File: config.mk
export PLATFORM = sky130hd
export DESIGN_NAME = fir_mac_sequencer_flat
export DESIGN_NICKNAME = d
export VERILOG_FILES = /design/src/rtl/fir_mac_sequencer_if.sv /design/src/rtl/fir_mac_sequencer.sv /design/src/flat_wrapper.sv
export SDC_FILE = /design/constraint.sdc
export NUM_CORES = 2
export LEC_CHECK = 0
export ABC_AREA = 0
export CAP_MARGIN = 20
export CORE_MARGIN = 2
export CORE_UTILIZATION = 55
export CTS_CLUSTER_DIAMETER = 50
export DETAILED_ROUTE_END_ITERATION = 6
export DONT_BUFFER_PORTS = 1
export PLACE_DENSITY = 0.7
export REMOVE_ABC_BUFFERS = 1
export SLEW_MARGIN = 40
export SYNTH_ARGS = -nofsm -noshare
export SYNTH_HDL_FRONTEND = slang
export SYNTH_SLANG_ARGS = --single-unit
File: constraint.sdc
create_clock -name clk -period 11.4 [get_ports clk]
set_input_delay 1.14 -clock clk [delete_from_list [all_inputs] [get_ports clk]]
set_output_delay 1.14 -clock clk [all_outputs]
set_load 0.01 [all_outputs]
File: src/rtl/fir_mac_sequencer_if.sv
// Sample handshake, coefficient config port and result signals of the
// time-multiplexed FIR sequencer.
interface fir_mac_sequencer_if #(
   parameter int DATA_W = 20,
   parameter int COEF_W = 12,
   parameter int GAIN_W = 8
);
   logic                     in_valid;
   logic                     in_ready;
   logic signed [DATA_W-1:0] in_data;
   logic [GAIN_W-1:0]        gain;
   logic                     cfg_we;
   logic [4:0]               cfg_addr;
   logic signed [COEF_W-1:0] cfg_data;
   logic                     cfg_err;
   logic                     out_valid;
   logic signed [DATA_W-1:0] out_data;
   logic                     busy;

   modport master (
      output in_valid, in_data, gain, cfg_we, cfg_addr, cfg_data,
      input  in_ready, cfg_err, out_valid, out_data, busy
   );

   modport slave (
      input  in_valid, in_data, gain, cfg_we, cfg_addr, cfg_data,
      output in_ready, cfg_err, out_valid, out_data, busy
   );
endinterface

File: src/rtl/fir_mac_sequencer.sv
// Time-multiplexed FIR for the PLL loop filter: one shared multiplier walks all
// taps of a circular history, then the sum is scaled by a gain and saturated.
module fir_mac_sequencer #(
   parameter int DATA_W  = 20,
   parameter int COEF_W  = 12,
   parameter int NTAPS   = 29,
   parameter int ACC_W   = 40,
   parameter int GAIN_W  = 8,
   parameter int SHIFT   = 0,
   parameter int SAT_LIM = 200000
) (
   input logic                clk,
   input logic                rst,
   fir_mac_sequencer_if.slave bus
);
   localparam int         PROD_W   = COEF_W + DATA_W;
   localparam int         GP_W     = ACC_W + GAIN_W + 1;
   localparam logic [4:0] LAST_TAP = 5'(NTAPS - 1);

   typedef enum logic [1:0] {S_IDLE, S_MAC, S_SCALE, S_OUT} state_t;

   state_t                   state;
   state_t                   state_nxt;
   logic [4:0]               wptr;
   logic [4:0]               k;
   logic [4:0]               rd_idx;
   logic signed [DATA_W-1:0] hist [NTAPS];
   logic signed [COEF_W-1:0] coef [NTAPS];
   logic [GAIN_W-1:0]        gain_p0;
   logic signed [PROD_W-1:0] prod_p0;
   logic signed [ACC_W-1:0]  acc_p1;
   logic signed [GP_W-1:0]   scaled_p2;
   logic                     cfg_ok;

   function automatic logic signed [DATA_W-1:0] sat(input logic signed [GP_W-1:0] v);
      logic signed [GP_W-1:0] lim;
      lim = GP_W'(SAT_LIM);
      if (v > lim)
         sat = DATA_W'(SAT_LIM);
      else if (v < -lim)
         sat = -DATA_W'(SAT_LIM);
      else
         sat = DATA_W'(v);
   endfunction

   always_ff @(posedge clk or negedge rst) begin
      if (!rst)
         state <= S_IDLE;
      else
         state <= state_nxt;
   end

   always_comb begin
      state_nxt = state;
      case (state)
         S_IDLE:  if (bus.in_valid) state_nxt = S_MAC;
         S_MAC:   if (k == LAST_TAP) state_nxt = S_SCALE;
         S_SCALE: state_nxt = S_OUT;
         S_OUT:   state_nxt = S_IDLE;
         default: state_nxt = S_IDLE;
      endcase
   end

   always_comb begin
      bus.in_ready  = (state == S_IDLE);
      bus.busy      = (state != S_IDLE);
      bus.out_valid = (state == S_OUT);
   end

   // Tap k reads the sample accepted k transactions ago: (wptr - k) mod NTAPS.
   always_comb begin
      if (wptr >= k)
         rd_idx = wptr - k;
      else
         rd_idx = 5'(6'(wptr) + 6'(NTAPS) - 6'(k));
   end

   // Stage 0: single shared multiplier.
   assign prod_p0 = PROD_W'(coef[k]) * PROD_W'(hist[rd_idx]);

   // Stage 2: gain is unsigned, so it enters the signed product zero-extended.
   assign scaled_p2 = (GP_W'(acc_p1) * GP_W'($signed({1'b0, gain_p0}))) >>> SHIFT;

   assign cfg_ok = (state == S_IDLE) && ({1'b0, bus.cfg_addr} < 6'(NTAPS));

   always_ff @(posedge clk or negedge rst) begin
      if (!rst) begin
         wptr         <= '0;
         k            <= '0;
         gain_p0      <= '0;
         acc_p1       <= '0;
         bus.out_data <= '0;
         bus.cfg_err  <= 1'b0;
         for (int i = 0; i < NTAPS; i++) begin
            hist[i] <= '0;
            coef[i] <= '0;
         end
      end else begin
         bus.cfg_err <= 1'b0;
         if (bus.cfg_we) begin
            if (cfg_ok)
               coef[bus.cfg_addr] <= bus.cfg_data;
            else
               bus.cfg_err <= 1'b1;
         end
         case (state)
            S_IDLE: begin
               if (bus.in_valid) begin
                  hist[wptr] <= bus.in_data;
                  gain_p0    <= bus.gain;
                  acc_p1     <= '0;
                  k          <= '0;
               end
            end
            // Stage 1: accumulate one tap per cycle.
            S_MAC: begin
               acc_p1 <= acc_p1 + ACC_W'(prod_p0);
               if (k == LAST_TAP) begin
                  k    <= '0;
                  wptr <= (wptr == LAST_TAP) ? 5'd0 : wptr + 5'd1;
               end else begin
                  k <= k + 5'd1;
               end
            end
            S_SCALE: bus.out_data <= sat(scaled_p2);
            default: ;
         endcase
      end
   end
endmodule

File: src/flat_wrapper.sv
// flat-port wrapper written by rule: the top's interface ports become plain ports
module fir_mac_sequencer_flat 
#(
   parameter int DATA_W  = 20,
   parameter int COEF_W  = 12,
   parameter int NTAPS   = 29,
   parameter int ACC_W   = 40,
   parameter int GAIN_W  = 8,
   parameter int SHIFT   = 0,
   parameter int SAT_LIM = 200000
)
  (clk, rst, bus_in_valid, bus_in_data, bus_gain, bus_cfg_we, bus_cfg_addr, bus_cfg_data, bus_in_ready, bus_cfg_err, bus_out_valid, bus_out_data, bus_busy);
  fir_mac_sequencer_if #(.DATA_W(DATA_W), .COEF_W(COEF_W), .GAIN_W(GAIN_W)) bus_i ();
  input logic clk;
  input logic rst;
  input wire logic [$bits(bus_i.in_valid)-1:0] bus_in_valid;
  input wire logic [$bits(bus_i.in_data)-1:0] bus_in_data;
  input wire logic [$bits(bus_i.gain)-1:0] bus_gain;
  input wire logic [$bits(bus_i.cfg_we)-1:0] bus_cfg_we;
  input wire logic [$bits(bus_i.cfg_addr)-1:0] bus_cfg_addr;
  input wire logic [$bits(bus_i.cfg_data)-1:0] bus_cfg_data;
  output wire logic [$bits(bus_i.in_ready)-1:0] bus_in_ready;
  output wire logic [$bits(bus_i.cfg_err)-1:0] bus_cfg_err;
  output wire logic [$bits(bus_i.out_valid)-1:0] bus_out_valid;
  output wire logic [$bits(bus_i.out_data)-1:0] bus_out_data;
  output wire logic [$bits(bus_i.busy)-1:0] bus_busy;
  assign bus_i.in_valid = bus_in_valid;
  assign bus_i.in_data = bus_in_data;
  assign bus_i.gain = bus_gain;
  assign bus_i.cfg_we = bus_cfg_we;
  assign bus_i.cfg_addr = bus_cfg_addr;
  assign bus_i.cfg_data = bus_cfg_data;
  assign bus_in_ready = bus_i.in_ready;
  assign bus_cfg_err = bus_i.cfg_err;
  assign bus_out_valid = bus_i.out_valid;
  assign bus_out_data = bus_i.out_data;
  assign bus_busy = bus_i.busy;
  fir_mac_sequencer #(.DATA_W(DATA_W), .COEF_W(COEF_W), .NTAPS(NTAPS), .ACC_W(ACC_W), .GAIN_W(GAIN_W), .SHIFT(SHIFT), .SAT_LIM(SAT_LIM)) u_core (.clk(clk), .rst(rst), .bus(bus_i));
endmodule
# Yosys cells after proc, flatten, opt, wreduce, memory -nomap -nowiden
# Index checks and enable logic that the tools add are counted.
# totals
reg_bits	1009
mem_count	0
elab_cells	131
mem_bits_ro	0
input_bits	49
latch_bits	0
ram_bits	0
# op_classes
add_sub_neg	6
mul	2
div_mod_pow	0
muxes	26
n_eq_ne	7
n_lt_le_gt_ge	10
n_reduce_logical	11
bitwise	4
shifts	0
# ops
cell	count
580-bit bitwise mux	1
348-bit bitwise mux	1
20-bit binary-select mux with 5-bit select	1
20-bit demux with 5-bit select	1
20-bit two-way mux	5
40-bit one-hot mux with 2 select lines	1
12-bit binary-select mux with 5-bit select	1
12-bit demux with 5-bit select	1
49-bit by 19-bit > comparator with 1-bit output, second input constant	1
49-bit by 19-bit < comparator with 1-bit output, second input constant	1
40-bit by 9-bit multiplier with 49-bit output	1
40-bit by 32-bit adder with 40-bit output	1
40-bit two-way mux	1
12-bit two-way mux	3
12-bit by 20-bit multiplier with 32-bit output	1
6-bit greater-or-equal comparator, second input constant	4
5-bit NOT with 6-bit output	4
5-bit two-way mux	4
6-bit by 1-bit < comparator with 1-bit output, second input constant	2
5-bit by 1-bit adder with 5-bit output, second input constant	2
5-bit equality test, second input constant	2
5-bit one-hot mux with 2 select lines	1
2-bit AND reduction	5
5-bit subtractor	2
13 further kinds	19

# Longest topological paths before layout
# depth
depth_word	10
ltp_mapped	46
ltp_nobuf	39

# Worst setup path before layout
# OpenSTA, ideal clock, no wires.
# synth_timing
path_kind	register to register
from	register u_core.k[0]
to	register u_core.acc_p1[38]
setup_slack_ns	1.027
setup_ns	0.139
arrival_ns	10.234
path_stages_with_launch	38
required_ns	11.261
n_path_buf	6
path_cell_list	dfrtp_1 -> clkbuf_1 -> buf_2 -> buf_1 -> inv_1 -> ha_1 -> a41o_1 -> a21o_1 -> a21oi_4 -> mux2_2 -> buf_6 -> or2_2 -> buf_2 -> clkbuf_1 -> o22ai_1 -> nor4_1 -> nor2_1 -> o41ai_4 -> [2 not listed] -> fa_1 -> inv_1 -> fa_1 -> fa_1 -> fa_1 -> ha_1 -> ha_1 -> a21o_1 -> a21o_1 -> a21oi_1 -> o31ai_1 -> o41ai_2 -> o21ai_0 -> o311ai_0 -> a21oi_1 -> a21oi_1 -> xor2_1 -> o22ai_1
# synth_via
elab_chain_len	9
# synth_lines
item	line_no	source
start: declaration	fir_mac_sequencer.sv:25	logic [4:0] k;
start signal: assignment	fir_mac_sequencer.sv:122	k <= k + 5'd1;
5-bit subtractor (tied with other cells)	fir_mac_sequencer.sv:75	rd_idx = 5'(6'(wptr) + 6'(NTAPS) - 6'(k));
5-bit two-way mux	fir_mac_sequencer.sv:72	if (wptr >= k)
5-bit NOT with 6-bit output (not written as such)	fir_mac_sequencer.sv:79	assign prod_p0 = PROD_W'(coef[k]) * PROD_W'(hist[rd_idx]);
20-bit binary-select mux with 5-bit select	fir_mac_sequencer.sv:79	
20-bit two-way mux (not written as such) (2 in a row)	fir_mac_sequencer.sv:79	
12-bit by 20-bit multiplier with 32-bit output *	fir_mac_sequencer.sv:79	
40-bit by 32-bit adder with 40-bit output *	fir_mac_sequencer.sv:117	acc_p1 <= acc_p1 + ACC_W'(prod_p0);
40-bit one-hot mux with 2 select lines *	fir_mac_sequencer.sv:106	case (state)
end signal: assignment	fir_mac_sequencer.sv:117	
end: declaration	fir_mac_sequencer.sv:31	logic signed [ACC_W-1:0] acc_p1;
# Mark *: on every way between the ends. The rest lies on a longest branch, timed or not. The select of a mux whose other input is x is not followed.
# A chain may end at the register's enable or synchronous reset.

# Worst setup path in the final report
# Ends and elaborated chain as after synthesis.

==> results.json <==
{
  "outcome": "finished, violations left",
  "violations": "DRC",
  "top_level_ports": 73,
  "first_pass_iters": 7,
  "rrSetupSlack_ps": 590,
  "yosysSeqAreaShare": 0.3679,
  "drc_errors": 8,
  "rr_startpoint": "u_core.k[0]",
  "slew-limit-headroom": 0.4065,
  "final_area_um2": 74730,
  "postSynth.asyncResetShare": 1.000,
  "vias": 44765,
  "die_area_um2": 127600,
  "gp_congestion": 0.8738,
  "ant_nets": 0,
  "cts-root-buf": "clkbuf_16",
  "numCtsBuffers": 111,
  "placed_area_um2": 70600,
  "fin_tns_setup_ps": 0,
  "syn_avg_cell_area_um2": 11.55,
  "die_w_um": 357.2,
  "grt_max_degree": 157,
  "crit_start": "u_core.k[0]",
  "r2r.worst_path.cells": 35,
  "fin_ws_ps": 586.7,
  "cts_tree": "built",
  "clk_pin_slew_ps": 60,
  "critPathArrivalTime_ps": 11460,
  "fmax_ghz": 0.09248,
  "insertion_delay_ps": 800,
  "via_per_inst": 5.945,
  "grt_use_total": 0.2704,
  "post_drt_wl_per_cell_um": 22.27,
  "finalHoldViolCount": 0,
  "hold_class": "input pin to async pin",
  "crit_path_frequent_cell": "fa_1",
  "coreArea_um2": 123800,
  "critPathMaxStageDelay_ps": 620,
  "htreeDepth": 3,
  "layout-drive-gt1-share": 0.2760,
  "rsz0062_at_grt": "no",
  "drtIter0Drc": 2954,
  "maxCapViolations": 0,
  "synthMuxAreaShare": 0.2115,
  "grt-ovfl-total": 0,
  "synth-seq-cells": 1009,
  "cp-end-kind": "flip-flop",
  "yosys.area_share.simple": 0.09880,
  "portBuffers": 0,
  "start_kind": "flip-flop",
  "grt_pass1_vias": 47543,
  "pre_cts_slack_ps": 114.4,
  "synth_top_area_cell": "dfrtp_1",
  "initial_core_util": 0.5544,
  "synth_area_um2": 68630,
  "synth_compound_area_frac": 0.05646,
  "fin_nets": 6587,
  "worstPathRequired_ps": 12040,
  "cts_setup_buffers": 0,
  "setup-violations-final": 0,
  "clock-sinks": 1009,
  "rows": 129,
  "grt_pass1_wl_um": 269900,
  "drv_slew": 0,
  "syn_to_final_growth_pct": 8.897,
  "yosysTopAreaCellShare": 0.3679,
  "worstMarginPinSlew_ps": 884.2,
  "final.min_clock_period_ps": 10810,
  "synthAdderAreaFrac": 0.1949,
  "synth-main-ff-cell": "dfrtp_1",
  "synth_edf_count": 0,
  "antenna_found_initial": 2,
  "synthCells": 5941,
  "yosysUniqueCellTypes": 94,
  "r2r_end": "u_core.acc_p1[38]",
  "fp.dieH_um": 357.2,
  "fin_skew_ps": 111.5,
  "endpoint": "u_core.acc_p1[38]",
  "cp_max_fo": 12,
  "period_share": 0.9485,
  "hpwl_um": 115800,
  "wirelength_um": 167700,
  "synth_top_family_by_area": "multiplexers",
  "cts_buffer_depth": 3,
  "cp_slowest_cell": "a2111oi_0",
  "synth_xor_area_frac": 0.01045,
  "timing.hold.ws_ps": 146.8,
  "yosysWarnings": 0,
  "synth_area_leaders": "dfrtp_1, fa_1, mux2_2",
  "path_class": "flip-flop to flip-flop"
}
-- stage by stage --
| step | std cells | util |
|---|---|---|
| 4_1_cts | 7517 | 0.6026 |
| 2_1_floorplan | 5523 | - |
| 3_5_place_dp | 7308 | 0.5703 |
| 6_report | 7530 | 0.6037 |
| 3_3_place_gp | 7299 | 0.5676 |
| 5_1_grt | 7526 | 0.6036 |
-- kinds of logic (layout without fill, tap and decap cells) --
kind of cell | Yosys count | count (layout)
mux | 1136 | 1136
other cells | 0 | 10
compound gates | 544 | 544
simple gates | 1395 | 1395
buf+inv | 1026 | 968
fa+ha+maj | 750 | 750
flops | 1009 | 1009
xor+xnor | 81 | 81
-- cell type report --
class                   instances  area [um^2]
fillers                      9727        49060
multi-input cells            3906        39620
flip-flops and latches       1009        25260
clock buffers                 148         3108
inverters                     608         2282
well taps                    1637         2048
repair buffers                152         1513
clock inverters                60        878.3
diodes                         10        25.02
-- critical path, delay by kind of cell (launching register included) --
family / cells / cell delay, ps
buffers and inverters: 5 / 920
xor gates and xnor gates: 1 / 160
muxes: 1 / 490
DFF: 1 / 490
and+or+nand+nor: 4 / 1050
AOI/OAI and AO/OA: 16 / 4040
adders and majority gates: 8 / 3540
-- how the worst min path moves through the flow --
stage | cells after the start | endpoint
6_report | 0 | u_core.bus.out_data[3]
5_1_grt | 0 | u_core.bus.out_data[3]
4_1_cts | 0 | u_core.bus.out_data[3]
3_5_place_dp | 1 | u_core.hist[382]
3_3_place_gp | 1 | u_core.hist[383]
2_1_floorplan | 1 | u_core.hist[382]
-- cell usage after synthesis, drive strengths merged (129+ instances only) --
master  count
fa        532
a21oi     166
inv       606
nor2      207
and2      236
dfrtp    1009
mux4      157
ha        218
clkbuf    317
mux2      938
or2       129
nand3     146
nand2     501
-- per-layer routing --
metal | part of all wire | global-route usage | wire length (um)
met4 | 0.031 | 0.08345 | 5122
met5 | 0 | 0 | 0
met1 | 0.43 | 0.3651 | 72410
met2 | 0.49 | 0.4534 | 81990
met3 | 0.049 | 0.04041 | 8143
-- what timing repair did --
action / 4_1_cts / 5_1_grt
setup endpoints to repair: 0 / 3
endpoints found under the hold margin: 9 / 0
hold buffers: 1 / 0
resized for setup: 0 / 7
-- cell usage in the layout, fill, tap and decap left out, types with 19 or more instances in the layout --
| cell type | synthesis | routed |
|---|---|---|
| clkbuf_1 | 317 | 19 |
| a21oi_1 | 161 | 155 |
| nand3_1 | 146 | 146 |
| o22ai_1 | 44 | 44 |
| nor2_1 | 207 | 181 |
| clkbuf_16 | 0 | 112 |
| dfrtp_1 | 1009 | 1007 |
| nand2_1 | 501 | 499 |
| mux2_2 | 938 | 936 |
| a21o_1 | 54 | 54 |
| nand4_1 | 26 | 26 |
| a221oi_1 | 32 | 32 |
| mux4_2 | 155 | 155 |
| or2_1 | 28 | 28 |
| xnor2_1 | 52 | 52 |
| mux2i_1 | 41 | 40 |
| nor2b_1 | 46 | 44 |
| nor4_1 | 30 | 30 |
| xor2_1 | 28 | 27 |
| buf_4 | 11 | 127 |
| or2_2 | 101 | 101 |
| and2_1 | 235 | 235 |
| fa_1 | 532 | 531 |
| ha_1 | 218 | 218 |
| o21ai_0 | 54 | 54 |
| inv_1 | 606 | 605 |
| nor3_1 | 23 | 23 |
-- flip-flops by register name, summed over array words and instances (netlist names) --
signal               cells
u_core.state             2
u_core.acc_p1           40
u_core.k                 5
u_core.hist            580
u_core.gain_p0           8
u_core.bus.out_data     20
u_core.wptr              5
u_core.bus.cfg_err       1
u_core.coef            348
Power is left out: the tool's default activity adds up to more than one toggle a clock period on the data nets, which glitch-free logic cannot reach.
